===== config.mk =====
export PLATFORM = sky130hd
export DESIGN_NAME = serial_subtractor_4bit
export DESIGN_NICKNAME = d
export VERILOG_FILES = /design/src/rtl/serial_subtractor_4bit.sv
export SDC_FILE = /design/constraint.sdc
export NUM_CORES = 1
export LEC_CHECK = 0
export ABC_AREA = 1
export ABC_CLOCK_PERIOD_IN_PS = 2600
export CAP_MARGIN = 10
export CORE_MARGIN = 3
export CORE_UTILIZATION = 52
export DETAILED_ROUTE_END_ITERATION = 10
export MAX_ROUTING_LAYER = met4
export PLACE_DENSITY = 0.82
export SLEW_MARGIN = 20
export SYNTH_ARGS = -nofsm -noshare
export SYNTH_HDL_FRONTEND = slang
export SYNTH_SLANG_ARGS = --single-unit

===== constraint.sdc =====
create_clock -name clk -period 2.6 [get_ports clk]
set_input_delay 0.39 -clock clk [delete_from_list [all_inputs] [get_ports clk]]
set_output_delay 0.39 -clock clk [all_outputs]
set_load 0.02 [all_outputs]

===== src/rtl/serial_subtractor_4bit.sv =====
// ----------------------------------------------------------------------------
// serial_subtractor_4bit
//
// Bit-serial ripple-borrow subtractor: diff = a - b - borrow_in, computed one
// bit per clock, LSB first, through a single shared borrow cell. A start/done
// handshake lets a controller launch an operation and collect the result.
//
// Optional feature macro: SUB_OVERFLOW_EN
//   defined   -> adds the 'overflow' output (signed overflow of a - b).
//   undefined -> no overflow port or logic; everything else is identical.
//
// Handshake contract:
//   - start is sampled only while the FSM is IDLE. When it is seen high on a
//     rising edge the operands are latched and the operation begins; start
//     while SHIFT or DONE is ignored (no queueing, no re-latching).
//   - busy is high for the WIDTH cycles of SHIFT.
//   - done is a single-cycle pulse in the cycle after the last SHIFT edge;
//     diff / borrow_out / overflow are valid from that cycle until the next
//     accepted start. While busy, diff holds partial working data.
//   - With start held high, operations run back to back, one every WIDTH+2
//     cycles (accept edge, WIDTH shift edges, one DONE edge).
//
// Reset is asynchronous and active-high; it aborts any operation in flight
// and returns every output to zero without a done pulse.
//
// state_dbg exposes the FSM state (0 = IDLE, 1 = SHIFT, 2 = DONE) so that
// external checkers can observe it without reaching into the hierarchy.
// ----------------------------------------------------------------------------
module serial_subtractor_4bit #(
  parameter int WIDTH = 4
) (
  input  logic             clk,
  input  logic             reset,
  input  logic             start,
  input  logic [WIDTH-1:0] a,
  input  logic [WIDTH-1:0] b,
  input  logic             borrow_in,
  output logic [WIDTH-1:0] diff,
  output logic             borrow_out,
  output logic             busy,
  output logic             done,
`ifdef SUB_OVERFLOW_EN
  output logic             overflow,
`endif
  output logic [1:0]       state_dbg
);

  // Counter only needs to index bits 0..WIDTH-1.
  localparam int CNT_W = (WIDTH > 2) ? $clog2(WIDTH) : 1;
  localparam logic [CNT_W-1:0] LAST_BIT = CNT_W'(WIDTH - 1);

  typedef enum logic [1:0] {
    ST_IDLE  = 2'd0,
    ST_SHIFT = 2'd1,
    ST_DONE  = 2'd2
  } state_t;

  // --------------------------------------------------------------------------
  // State and datapath registers
  // --------------------------------------------------------------------------
  state_t           state_q,      state_d;
  logic [CNT_W-1:0] cnt_q,        cnt_d;
  logic [WIDTH-1:0] a_sh_q,       a_sh_d;       // minuend, shifted right each bit
  logic [WIDTH-1:0] b_sh_q,       b_sh_d;       // subtrahend, shifted right each bit
  logic             br_q,         br_d;         // running borrow between bits
  logic [WIDTH-1:0] diff_q,       diff_d;       // result, filled from the MSB side
  logic             borrow_out_q, borrow_out_d;
  logic             busy_q,       busy_d;
  logic             done_q,       done_d;
`ifdef SUB_OVERFLOW_EN
  logic             a_msb_q,      a_msb_d;      // sign bits kept for the overflow test
  logic             b_msb_q,      b_msb_d;
  logic             overflow_q,   overflow_d;
`endif

  // --------------------------------------------------------------------------
  // One-bit borrow cell, fed from the LSB of the operand shift registers
  // --------------------------------------------------------------------------
  logic a_bit;
  logic b_bit;
  logic d_bit;
  logic br_next;

  // Full-subtractor cell: difference bit and outgoing borrow for bit i.
  always_comb begin
    a_bit   = a_sh_q[0];
    b_bit   = b_sh_q[0];
    d_bit   = a_bit ^ b_bit ^ br_q;
    br_next = (~a_bit & b_bit) | (~(a_bit ^ b_bit) & br_q);
  end

  // --------------------------------------------------------------------------
  // Next-state and next-output logic for the whole block
  // --------------------------------------------------------------------------
  // Everything holds by default; done is a pulse so it defaults low.
  always_comb begin
    state_d      = state_q;
    cnt_d        = cnt_q;
    a_sh_d       = a_sh_q;
    b_sh_d       = b_sh_q;
    br_d         = br_q;
    diff_d       = diff_q;
    borrow_out_d = borrow_out_q;
    busy_d       = busy_q;
    done_d       = 1'b0;
`ifdef SUB_OVERFLOW_EN
    a_msb_d      = a_msb_q;
    b_msb_d      = b_msb_q;
    overflow_d   = overflow_q;
`endif

    case (state_q)
      ST_IDLE: begin
        if (start) begin
          // Capture the operands; later input changes cannot reach the
          // operation in flight because only the shift registers are used.
          a_sh_d  = a;
          b_sh_d  = b;
          br_d    = borrow_in;
          cnt_d   = '0;
          busy_d  = 1'b1;
          state_d = ST_SHIFT;
`ifdef SUB_OVERFLOW_EN
          a_msb_d = a[WIDTH-1];
          b_msb_d = b[WIDTH-1];
`endif
        end
      end

      ST_SHIFT: begin
        // Consume one bit per edge; the difference bit enters at the MSB so
        // that after WIDTH edges bit 0 has reached diff[0].
        a_sh_d = a_sh_q >> 1;
        b_sh_d = b_sh_q >> 1;
        br_d   = br_next;
        diff_d = {d_bit, diff_q[WIDTH-1:1]};
        cnt_d  = cnt_q + CNT_W'(1);

        if (cnt_q == LAST_BIT) begin
          // Final bit: publish the borrow and finish on this same edge.
          state_d      = ST_DONE;
          busy_d       = 1'b0;
          done_d       = 1'b1;
          borrow_out_d = br_next;
          cnt_d        = '0;
`ifdef SUB_OVERFLOW_EN
          // Signed overflow: operand signs differ and the result sign
          // disagrees with the minuend. d_bit is the new diff MSB.
          overflow_d   = (a_msb_q != b_msb_q) && (d_bit != a_msb_q);
`endif
        end
      end

      ST_DONE: begin
        // One-cycle completion state; start is not looked at here.
        state_d = ST_IDLE;
      end

      default: begin
        state_d = ST_IDLE;
        busy_d  = 1'b0;
      end
    endcase
  end

  // --------------------------------------------------------------------------
  // Registers with asynchronous active-high reset
  // --------------------------------------------------------------------------
  // Single clocked process for the FSM and all registered outputs.
  always_ff @(posedge clk or posedge reset) begin
    if (reset) begin
      state_q      <= ST_IDLE;
      cnt_q        <= '0;
      a_sh_q       <= '0;
      b_sh_q       <= '0;
      br_q         <= 1'b0;
      diff_q       <= '0;
      borrow_out_q <= 1'b0;
      busy_q       <= 1'b0;
      done_q       <= 1'b0;
`ifdef SUB_OVERFLOW_EN
      a_msb_q      <= 1'b0;
      b_msb_q      <= 1'b0;
      overflow_q   <= 1'b0;
`endif
    end else begin
      state_q      <= state_d;
      cnt_q        <= cnt_d;
      a_sh_q       <= a_sh_d;
      b_sh_q       <= b_sh_d;
      br_q         <= br_d;
      diff_q       <= diff_d;
      borrow_out_q <= borrow_out_d;
      busy_q       <= busy_d;
      done_q       <= done_d;
`ifdef SUB_OVERFLOW_EN
      a_msb_q      <= a_msb_d;
      b_msb_q      <= b_msb_d;
      overflow_q   <= overflow_d;
`endif
    end
  end

  // --------------------------------------------------------------------------
  // Outputs come straight from registers
  // --------------------------------------------------------------------------
  assign diff       = diff_q;
  assign borrow_out = borrow_out_q;
  assign busy       = busy_q;
  assign done       = done_q;
  assign state_dbg  = state_q;
`ifdef SUB_OVERFLOW_EN
  assign overflow   = overflow_q;
`endif

endmodule


# After elaboration in Yosys (flattened, before gate mapping)
# Index checks and enable logic that the tools add are counted.
dict set report word_totals {
  register_bits 20
  in_bits 12
  out_inout_bits 9
  elab_cells 46
}
dict set report op_classes {
  add_sub_neg 1
  n_eq_ne 5
  n_mux 17
  bitwise_logic 8
  reduce_logical 6
}
# op count
set op_table {}
lappend op_table {{$pmux W4 S2} 2}
lappend op_table {{$mux W2} 4}
lappend op_table {{$mux W4} 2}
lappend op_table {{$pmux W2 S2} 2}
lappend op_table {{$reduce_and A2 Y1} 3}
lappend op_table {{$mux W1} 5}
lappend op_table {{$eq A2 B2 Y1 const B} 2}
lappend op_table {{$ne A2 B2 Y1 const B} 2}
lappend op_table {{$not A1 Y1} 3}
lappend op_table {{$pmux W1 S3} 1}
lappend op_table {{$reduce_and A3 Y1} 1}
lappend op_table {{$add A2 B1 Y2 const B} 1}
lappend op_table {{$and A1 B1 Y1} 2}
lappend op_table {{$eq A2 B1 Y1 const B} 1}
lappend op_table {{$logic_not A2 Y1} 1}
lappend op_table {{$pmux W1 S2} 1}
lappend op_table {{$reduce_bool A2 Y1} 1}
lappend op_table {{$xor A1 B1 Y1} 2}
lappend op_table {{$or A1 B1 Y1} 1}

# Logic depth before layout (Yosys ltp)
# Gate-level depths: netlist (run 1).
dict set report depth {
  depth_word 5
  ltp_mapped 6
  ltp_nobuf 5
}

# Least setup slack after synthesis (run 1)
# OpenSTA, ideal clock, no wires.
dict set report synth_path {
  kind {register to register}
  start {reg state_q[1], in the netlist state_dbg[1]}
  end {reg a_sh_q[0]}
  setup_time_ps 117
  arrival_time_ps 1020
  required_ps 2483
  path_slack_ps 1463
  stages_incl_launch_ff 7
  path_buffers 1
  period_less_slack_ps 1137
  cell_sequence {dfrtp_1 > inv_4 > nand2_4 > buf_6 > nand2_1 > nand3_1 > nand2_1}
}
dict set report synth_via {
  elab_chain_cells 3
  word_cells_on_any_way 6
  cone_classes {eq/ne (2); mux (1); reduce/logical (3)}
}
# element line_no
set synth_lines {}
lappend synth_lines {{start, declared} 61} ;# state_t state_q, state_d;
lappend synth_lines {{start signal, assigned} 187} ;# state_q <= state_d;
lappend synth_lines {{$eq A2 B1 Y1 / $logic_not A2 Y1 (equally long branches)} 112} ;# case (state_q)
lappend synth_lines {{$reduce_bool A2 Y1 (no source line) / $ne A2 B2 Y1 (equally long branches)} -}
lappend synth_lines {{$reduce_and A2 Y1 (no source line)} -}
lappend synth_lines {{end signal, assigned} 189} ;# a_sh_q <= a_sh_d;
lappend synth_lines {{end, declared} 63} ;# logic [WIDTH-1:0] a_sh_q, a_sh_d;
# Parallel ways exist; a longest one is shown, timed or not.
# A chain may end at the register's enable or synchronous reset.

# Worst setup path in the final report (run 1)
dict set report layout_path {
  start {reg state_q[1], in the netlist state_dbg[1]}
  end {out state_dbg[1]}
}
# element line_no
set layout_rtl {}
lappend layout_rtl {{end, declared} 45} ;# output logic [1:0] state_dbg
# No word-level cell between the ends.

==> results of run 1 <==
[power groups by stage]
stage | sequential [mW] | combinational [mW] | clock [mW]
2_1_floorplan | 0.603 | 0.493 | 0
3_3_place_gp | 0.534 | 0.732 | 0
3_5_place_dp | 0.539 | 0.761 | 0
4_1_cts | 0.533 | 0.762 | 0.185
5_1_grt | 0.549 | 0.852 | 0.195
6_report | 0.532 | 0.751 | 0.182
[Yosys cell counts]
cell type	instances	area (um^2)
sky130_fd_sc_hd__buf_4	1	7.51
sky130_fd_sc_hd__o21ai_0	2	10.0
sky130_fd_sc_hd__inv_1	20	75.1
sky130_fd_sc_hd__nand3_1	23	115
sky130_fd_sc_hd__o21ai_1	4	20.0
sky130_fd_sc_hd__nor2_1	2	7.51
sky130_fd_sc_hd__inv_2	1	3.75
sky130_fd_sc_hd__nand2_1	32	120
sky130_fd_sc_hd__dfrtp_1	20	500
sky130_fd_sc_hd__nand2_2	2	12.5
sky130_fd_sc_hd__ha_1	1	12.5
sky130_fd_sc_hd__nor2_4	2	22.5
sky130_fd_sc_hd__buf_6	3	33.8
sky130_fd_sc_hd__o21ai_2	1	8.76
sky130_fd_sc_hd__fa_1	1	20.0
sky130_fd_sc_hd__inv_4	1	6.26
sky130_fd_sc_hd__nand2_4	1	11.3
[state kept, by name, summed over array words and instances, names as in the netlist]
signal	cells
done	1
state_dbg	2
diff	4
br_q	1
busy	1
a_sh_q	4
b_sh_q	4
borrow_out	1
cnt_q	2
[worst max path at each step]
stage / start / endpoint / slack (ps) / cells past startpoint
floorplan: state_dbg[1] / a_sh_q[0] / 1460 / 6
global placement: start / a_sh_q[0] / 1120 / 5
detailed placement: state_dbg[1] / state_dbg[1] / 1130 / 1
CTS: state_dbg[1] / state_dbg[1] / 780 / 1
global route: state_dbg[1] / state_dbg[1] / 730 / 1
finish: state_dbg[1] / state_dbg[1] / 790 / 1
[layer usage]
layer,up-vias,GRT usage
met5,-,-
met4,0,0.0829
met3,2,0.0453
met2,19,0.267
met1,383,0.212
li1,402,-
[cell usage in the layout, fill, tap and decap left out, drive strengths merged]
master / instances
nand2: 35
nand3: 23
inv: 22
dfrtp: 20
clkdlybuf4s50: 20
o21ai: 7
clkbuf: 4
nor2: 4
fa: 1
ha: 1
buf: 1
[cell type report]
class,count,area (um^2),share of cell area
Inverter,22,85.1,0.0697
Clock buffer,4,36.3,0.0297
Sequential cell,20,500,0.410
Timing Repair Buffer,21,208,0.170
Tap cell,25,31.3,0.0256
Multi-Input combinational cell,71,360,0.295
[metrics by stage]
stage               utilization  power [mW]  area, um^2  instances  setup slack (ps)
floorplan                     -        1.10         987        117              1460
global placement          0.672        1.27        1180        159              1120
detailed placement        0.672        1.30        1180        159              1130
CTS                       0.692        1.48        1220        163               780
global route              0.692        1.60        1220        163               732
finish                    0.692        1.46        1220        163               794
[logic make-up after synthesis]
kind of cell             count (synthesis)
buffers and inverters                   26
flip-flops                              20
AND/OR/NAND/NOR                         62
adder cells (fa/ha/maj)                  2
AO/OA/AOI/OAI                            7
==> impl_summary.md, run 1 <==
Clock network
The clock slew seen by the registers of the worst setup and hold paths is 110 ps. Hold repair after CTS inserted 0 buffers. The number of gates resized after CTS was 0. Once the clock tree was built, the setup fixing pass inserted 0 buffers. The sink count of the clock tree is 20. In this run the clock root is driven by a sky130_fd_sc_hd__clkbuf_4. Counting the buffers created by CTS gives 3.

The number of buffers on the longest clock path is 2. In this run the number of H-tree levels came out at 1. The clock reaches the later pin of the worst-skew pair after 300 ps. TritonCTS built the clock tree.

Yosys
In this run the cell area of the synthesized design comes to 987 um^2. The complex-gate fraction of the synthesized area is 0.0393. The fraction of the mapped netlist area in simple logic gates is 0.293. The post-synthesis adder-cell area fraction is 0.0330.

Synthesis instantiated 17 different standard cells from the library. The average instance in the mapped netlist occupies 8.44 um^2. Of the total synthesized cell area, the portion taken by XOR and XNOR cells is 0.

The proportion of synthesized area in mux cells is 0. The cell count after synthesis is 117. The number of nets in the synthesized netlist is around 130.

The register area share after synthesis is 0.507. The combinational family with the most area after synthesis is simple AND/OR/NAND/NOR gates. The total of warnings raised by yosys is 0. The total of flip-flops plus latches after synthesis is 20.

GRT
The first global-routing pass estimated 3.18 mm of wire. The initial antenna violation count is 0. The pin count of the biggest net entering global routing is 25. For this run, the total global-route usage over all layers was measured as 0.173. The number of global-route vias before repair was 774. Summed over all layers, the global routing overflow is 0.

Critical path
The required time reported for the critical path endpoint is 2210 ps. Across all register-to-register paths, the minimum setup slack is ~1300 ps. The reg-to-reg endpoint is br_q. The worst register-to-register path begins at state_dbg[0]. The worst-path cell with the longest stage delay is sky130_fd_sc_hd__clkdlybuf4s50_1. The count of buffering cells on the critical path with inverters included is 1. Data arrives at the worst endpoint at ~1400 ps. In this design, the largest share of critical-path delay is due to buffers and inverters. The critical path capture point type is an output port. The critical path class is reg2out. On the worst path, the slowest cell contributes a delay of between 600 and 700 ps. STA classifies the critical path startpoint as a register. The signal on the critical path passes through clkdlybuf4s50_1. The top fanout value on the critical path is 4.

For the worst flop-to-flop path, the logic depth is 5.

Drt
The number of nets still failing antenna checks after routing is 0. The routed length on met1 is roughly 800 um. The average wire per standard cell is 11.0 um. Wire segments on met2 add up to 891 um in the final route.

The total met3 wirelength after detailed routing is 93 um. After detailed routing, the total wire length is 1.80 mm. The detailed-routing iteration count for the pre-antenna-repair pass is 4. In this run the top signal layer used is met4. The DRC violations left is 0. The via count of the routed design is 806.

The detail-routed via count per cell is 4.94. The iteration-0 DRC count of the detailed router is 11.

Die
From left edge to right edge, the die measures 49.6 um. The core region is 0.00176 mm^2. The die boundary height is between 40 and 50 um. After floorplanning, the core was divided into 15 placement rows. The count of boundary I/O pins is 21. The starting density of the core is 0.560. The die covers 0.00246 mm^2.

STA
The transition at the pin with the smallest max-transition slack is approximately 750 ps. The worst-case clock skew is about 2.9 ps. The worst pin sits at a relative slew slack of 0.501. The routed design could run at a clock period as short as approximately 1800 ps. The count of final hold-check violations is 0. The count of final max-slew check failures is 0. Timing would allow up to 554 MHz. The worst hold margin is 488 ps. Setup repair after global routing left no endpoint under its margin. In the final timing run, aggregate negative setup slack is 0 ps.

The final-report setup violation count is 0. In the finished design, the share of the clock period the worst path needs comes to 0.695.

Cells and area
The number of filler cells placed in the layout is 154. In the final layout, the share of cells above drive strength 1 is 0.0942. The final layout contains 153 nets.

The post-synthesis to final-layout area growth is 23.7%. 0 antenna diodes ended up in the layout.

Pwr
In this run the static leakage power is 0.635 nW. In this run the power spent charging and discharging nets is slightly above 0.6 mW. The part of the power in registers is 0.364. The part of the total power dissipated in the clock network is 0.124. IR analysis of the VDD net gives a maximum drop of 0.868 mV. Cell internal power was estimated by the tool at 0.843 mW. The total power density per cell area is around 1200 mW/mm^2. The share of total power dissipated in combinational logic is 0.512. The switching share of power is 0.425.

Min path
In this run the worst hold path is classified as reg2reg. The path with the worst hold slack has its endpoint at busy. In this run the most critical hold path is launched from busy.

The worst hold path was traced through 2 stages.

Flow run
The number of violations of the max-capacitance limit is 0.

Status
The run finished with clean final reports.

Place
The count of buffers from port buffering is 20. The final weighted congestion in routability-driven placement is approximately 0.77. The half-perimeter wire length after detailed placement is 1.33 mm.
(Power assumes the default switching activity.)
==> inputs of run 2 (changes only) <==
--- a/config.mk
+++ b/config.mk
@@ -6,13 +6,13 @@
 export NUM_CORES = 1
 export LEC_CHECK = 0
 export ABC_AREA = 1
-export ABC_CLOCK_PERIOD_IN_PS = 2600
+export ABC_CLOCK_PERIOD_IN_PS = 1850
 export CAP_MARGIN = 10
 export CORE_MARGIN = 3
-export CORE_UTILIZATION = 52
+export CORE_UTILIZATION = 49
 export DETAILED_ROUTE_END_ITERATION = 10
 export MAX_ROUTING_LAYER = met4
-export PLACE_DENSITY = 0.82
+export PLACE_DENSITY = 0.78
 export SLEW_MARGIN = 20
 export SYNTH_ARGS = -nofsm -noshare
 export SYNTH_HDL_FRONTEND = slang
==> constraint.sdc (replaced) <==
create_clock -name clk -period 1.85 [get_ports clk]
set_input_delay 0.2775 -clock clk [delete_from_list [all_inputs] [get_ports clk]]
set_output_delay 0.2775 -clock clk [all_outputs]
set_load 0.02 [all_outputs]
==> impl_summary.md, run 2 (synthesized netlist as in run 1, its figures left out) <==
STA
The worst-case clock skew was 5.30 ps (+2.40 ps). The worst-case headroom to the max-slew limit is 0.830 (+0.329). Setup repair after global routing left no endpoint under its margin. The upper clock frequency limit is roughly 590 MHz. The transition at the pin with the smallest max-transition slack is 256 ps (-493 ps). The count of final hold-check violations came to 0 (unchanged).

The worst hold margin is 314 ps (-174 ps). The final setup TNS came to 0 ps (unchanged). The smallest clock period supported by the final layout is computed as 1690 ps. The final-report setup violation count is 0 (unchanged). The count of final max-slew check failures was 0 (unchanged).

Of the available clock period, the critical path in the final layout requires 0.913.

Clock network
The number of buffers created by CTS was 3 (unchanged). The post-cts hold buffer count is 0 (unchanged). The H-tree level count is 1 (unchanged). The clock insertion delay at the later pin of the skew report is 290 ps (about the same). The clock slew seen by the registers of the worst setup and hold paths is 110 ps (about the same).

The number of gates resized after CTS is 0 (unchanged). The number of buffers on the longest clock path was 2 (unchanged). CTS placed an instance of sky130_fd_sc_hd__clkbuf_4 at the clock tree root. The buffers inserted during post-CTS setup optimization was 0 (unchanged). The CTS tree is built. The sink count of the clock tree is 20 (unchanged).

Die
The starting density of the core is 0.542 (-0.0173). The core outline area came to 0.00182 mm^2 (+3.2%). The number of cell rows came to 15 (unchanged). The die boundary height is 50.9 um (+2.7%). The die area is 0.00259 mm^2 (+5.4%). The count of boundary I/O pins came to 21 (unchanged). The horizontal extent of the die is 50.9 um (+2.7%).

Critical path
The top fanout value on the critical path is 4 (unchanged). The required time reported for the critical path endpoint is 1570 ps (-640 ps). The count of buffering cells on the critical path with inverters included is 1 (unchanged).

The worst setup path is launched from a register. In this run the critical register-to-register path is captured at br_q. The slack of the worst reg-to-reg path was 610 ps (-730 ps).

On the critical path, the stage with the largest delay is an instance of sky130_fd_sc_hd__clkdlybuf4s50_1. The family of cells with the greatest summed delay on the critical path is buffers and inverters. The critical path class is reg2out.

The endpoint arrival time on the critical path came to 1410 ps (about the same). The maximum single-stage delay on the critical path is 650 ps (about the same). Traced cell by cell, the critical path runs through clkdlybuf4s50_1. The critical path capture point type is an output port. The startpoint identified for the worst register-to-register timing path is state_dbg[1]. The number of cells on the worst reg-to-reg path is 5 (unchanged).

Drt
The number of nets still failing antenna checks after routing is 0 (unchanged). The overall routed net length was 1.77 mm (-1.7%). The average wire per standard cell is 10.8 um (-2.3%).

The iteration-0 DRC count of the detailed router is 19 (+8). The DRC violations left came to 0 (unchanged). The detail-routed via count per cell came to 4.96 (+0.25%). The via count of the routed design is 813 (+0.87%). The detailed-routing iteration count for the pre-antenna-repair pass is 4 (unchanged).

Cells and area
The share of cells above drive strength 1 is 0.101 (+0.00652). The final cell count without fillers is 164 (+0.61%). The post-layout net count is 154 (+0.65%). Leaving out fill and tap cells, the most frequent cells in the layout are sky130_fd_sc_hd__nand2_1 (32), sky130_fd_sc_hd__nand3_1 (23), sky130_fd_sc_hd__inv_1 (20), sky130_fd_sc_hd__dfrtp_1 (20), sky130_fd_sc_hd__clkdlybuf4s50_1 (20).

The utilization after layout is 0.675 (-0.0173). The number of filler cells placed in the layout is 162 (+5.2%). The commonest non-fill, non-tap cell in the layout is sky130_fd_sc_hd__nand2_1.

The final instance area is 0.00123 mm^2 (+0.61%). The number of antenna diodes was 0 (unchanged). The post-synthesis to final-layout area growth is 24.5%.

GRT
The total global routing track utilization is 0.175 (+0.00125). The initial antenna violation count is 0 (unchanged). The global-route wire length before repair is 3.35 mm (+5.4%).

The number of global-route vias before repair came to 792 (+2.3%). The pin count of the biggest net entering global routing is 25 (unchanged). The aggregate global routing overflow is 0 (unchanged).

Min path
The path class of the lowest-slack min-delay path is in2async.

Place
The count of buffers from port buffering came to 20 (unchanged). The half-perimeter wire length after detailed placement is 1.35 mm (+1.6%). The cell total after placement is 160 (+0.63%). The final weighted congestion in routability-driven placement is 0.781 (+1.8%). The area after detailed placement is 0.00119 mm^2 (+0.63%).

Pwr
The static leakage is 0.639 nW (+0.76%). The total power density per cell area came to 1660 mW/mm^2 (+39%). The maximum vdd drop is 1.21 mV (+39%).

Flow run
The number of violations of the max-capacitance limit is 0 (unchanged).

Status
The run finished with clean final reports.
run 2: cell types whose count changed in the layout (fill, tap and decap cells not counted):
cell / change
sky130_fd_sc_hd__buf_4: +1
run 2: worst max path at each step:
stage	cells past startpoint	startpoint	end	slack [ps]
floorplan	6	state_dbg[1]	a_sh_q[0]	710
global placement	1	state_dbg[1]	state_dbg[1]	480
detailed placement	5	start	b_sh_q[0]	470
CTS	1	state_dbg[1]	state_dbg[1]	140
global route	1	state_dbg[0]	state_dbg[0]	70
finish	1	state_dbg[1]	state_dbg[1]	160
run 2: final cells by class:
cell class | count | area (um^2) | area share
well taps | 25 | 31.3 | 0.0255
flip-flops and latches | 20 | 500 | 0.407
clock buffers | 4 | 36.3 | 0.0295
repair buffers | 22 | 215 | 0.175
inverters | 22 | 85.1 | 0.0692
multi-input cells | 71 | 360 | 0.293
run 2: per-layer routing:
metal | global-route usage | routed length, um
met1 | 0.231 | 823
met2 | 0.272 | 852
met4 | 0.0493 | 17
met5 | - | 0
met3 | 0.0408 | 77
run 2: worst min-delay path, cell delays in order:
cell and delay (ps):
sky130_fd_sc_hd__clkdlybuf4s50_1 400, sky130_fd_sc_hd__inv_1 60, sky130_fd_sc_hd__buf_4 260
run 2: report_power, final:
group          switching, mW  internal [mW]
logic                  0.607          0.428
registers              0.130          0.635
clock network          0.124          0.120
run 2: per-stage QoR:
| stage | total power, mW | setup slack [ps] |
|---|---|---|
| floorplan | 1.54 | 713 |
| finish | 2.04 | 160 |
| detailed placement | 1.83 | 467 |
| CTS | 2.07 | 141 |
| global placement | 1.78 | 482 |
| global route | 2.26 | 72.4 |
==> inputs of run 3 (changes only) <==
--- a/config.mk
+++ b/config.mk
@@ -7,7 +7,7 @@
 export LEC_CHECK = 0
 export ABC_AREA = 1
 export ABC_CLOCK_PERIOD_IN_PS = 1850
-export CAP_MARGIN = 10
+export CAP_MARGIN = 20
 export CORE_MARGIN = 3
 export CORE_UTILIZATION = 49
 export DETAILED_ROUTE_END_ITERATION = 10
==> results of run 3 <==
Same layout as run 2: the final DEF is identical, and so are final timing and power.
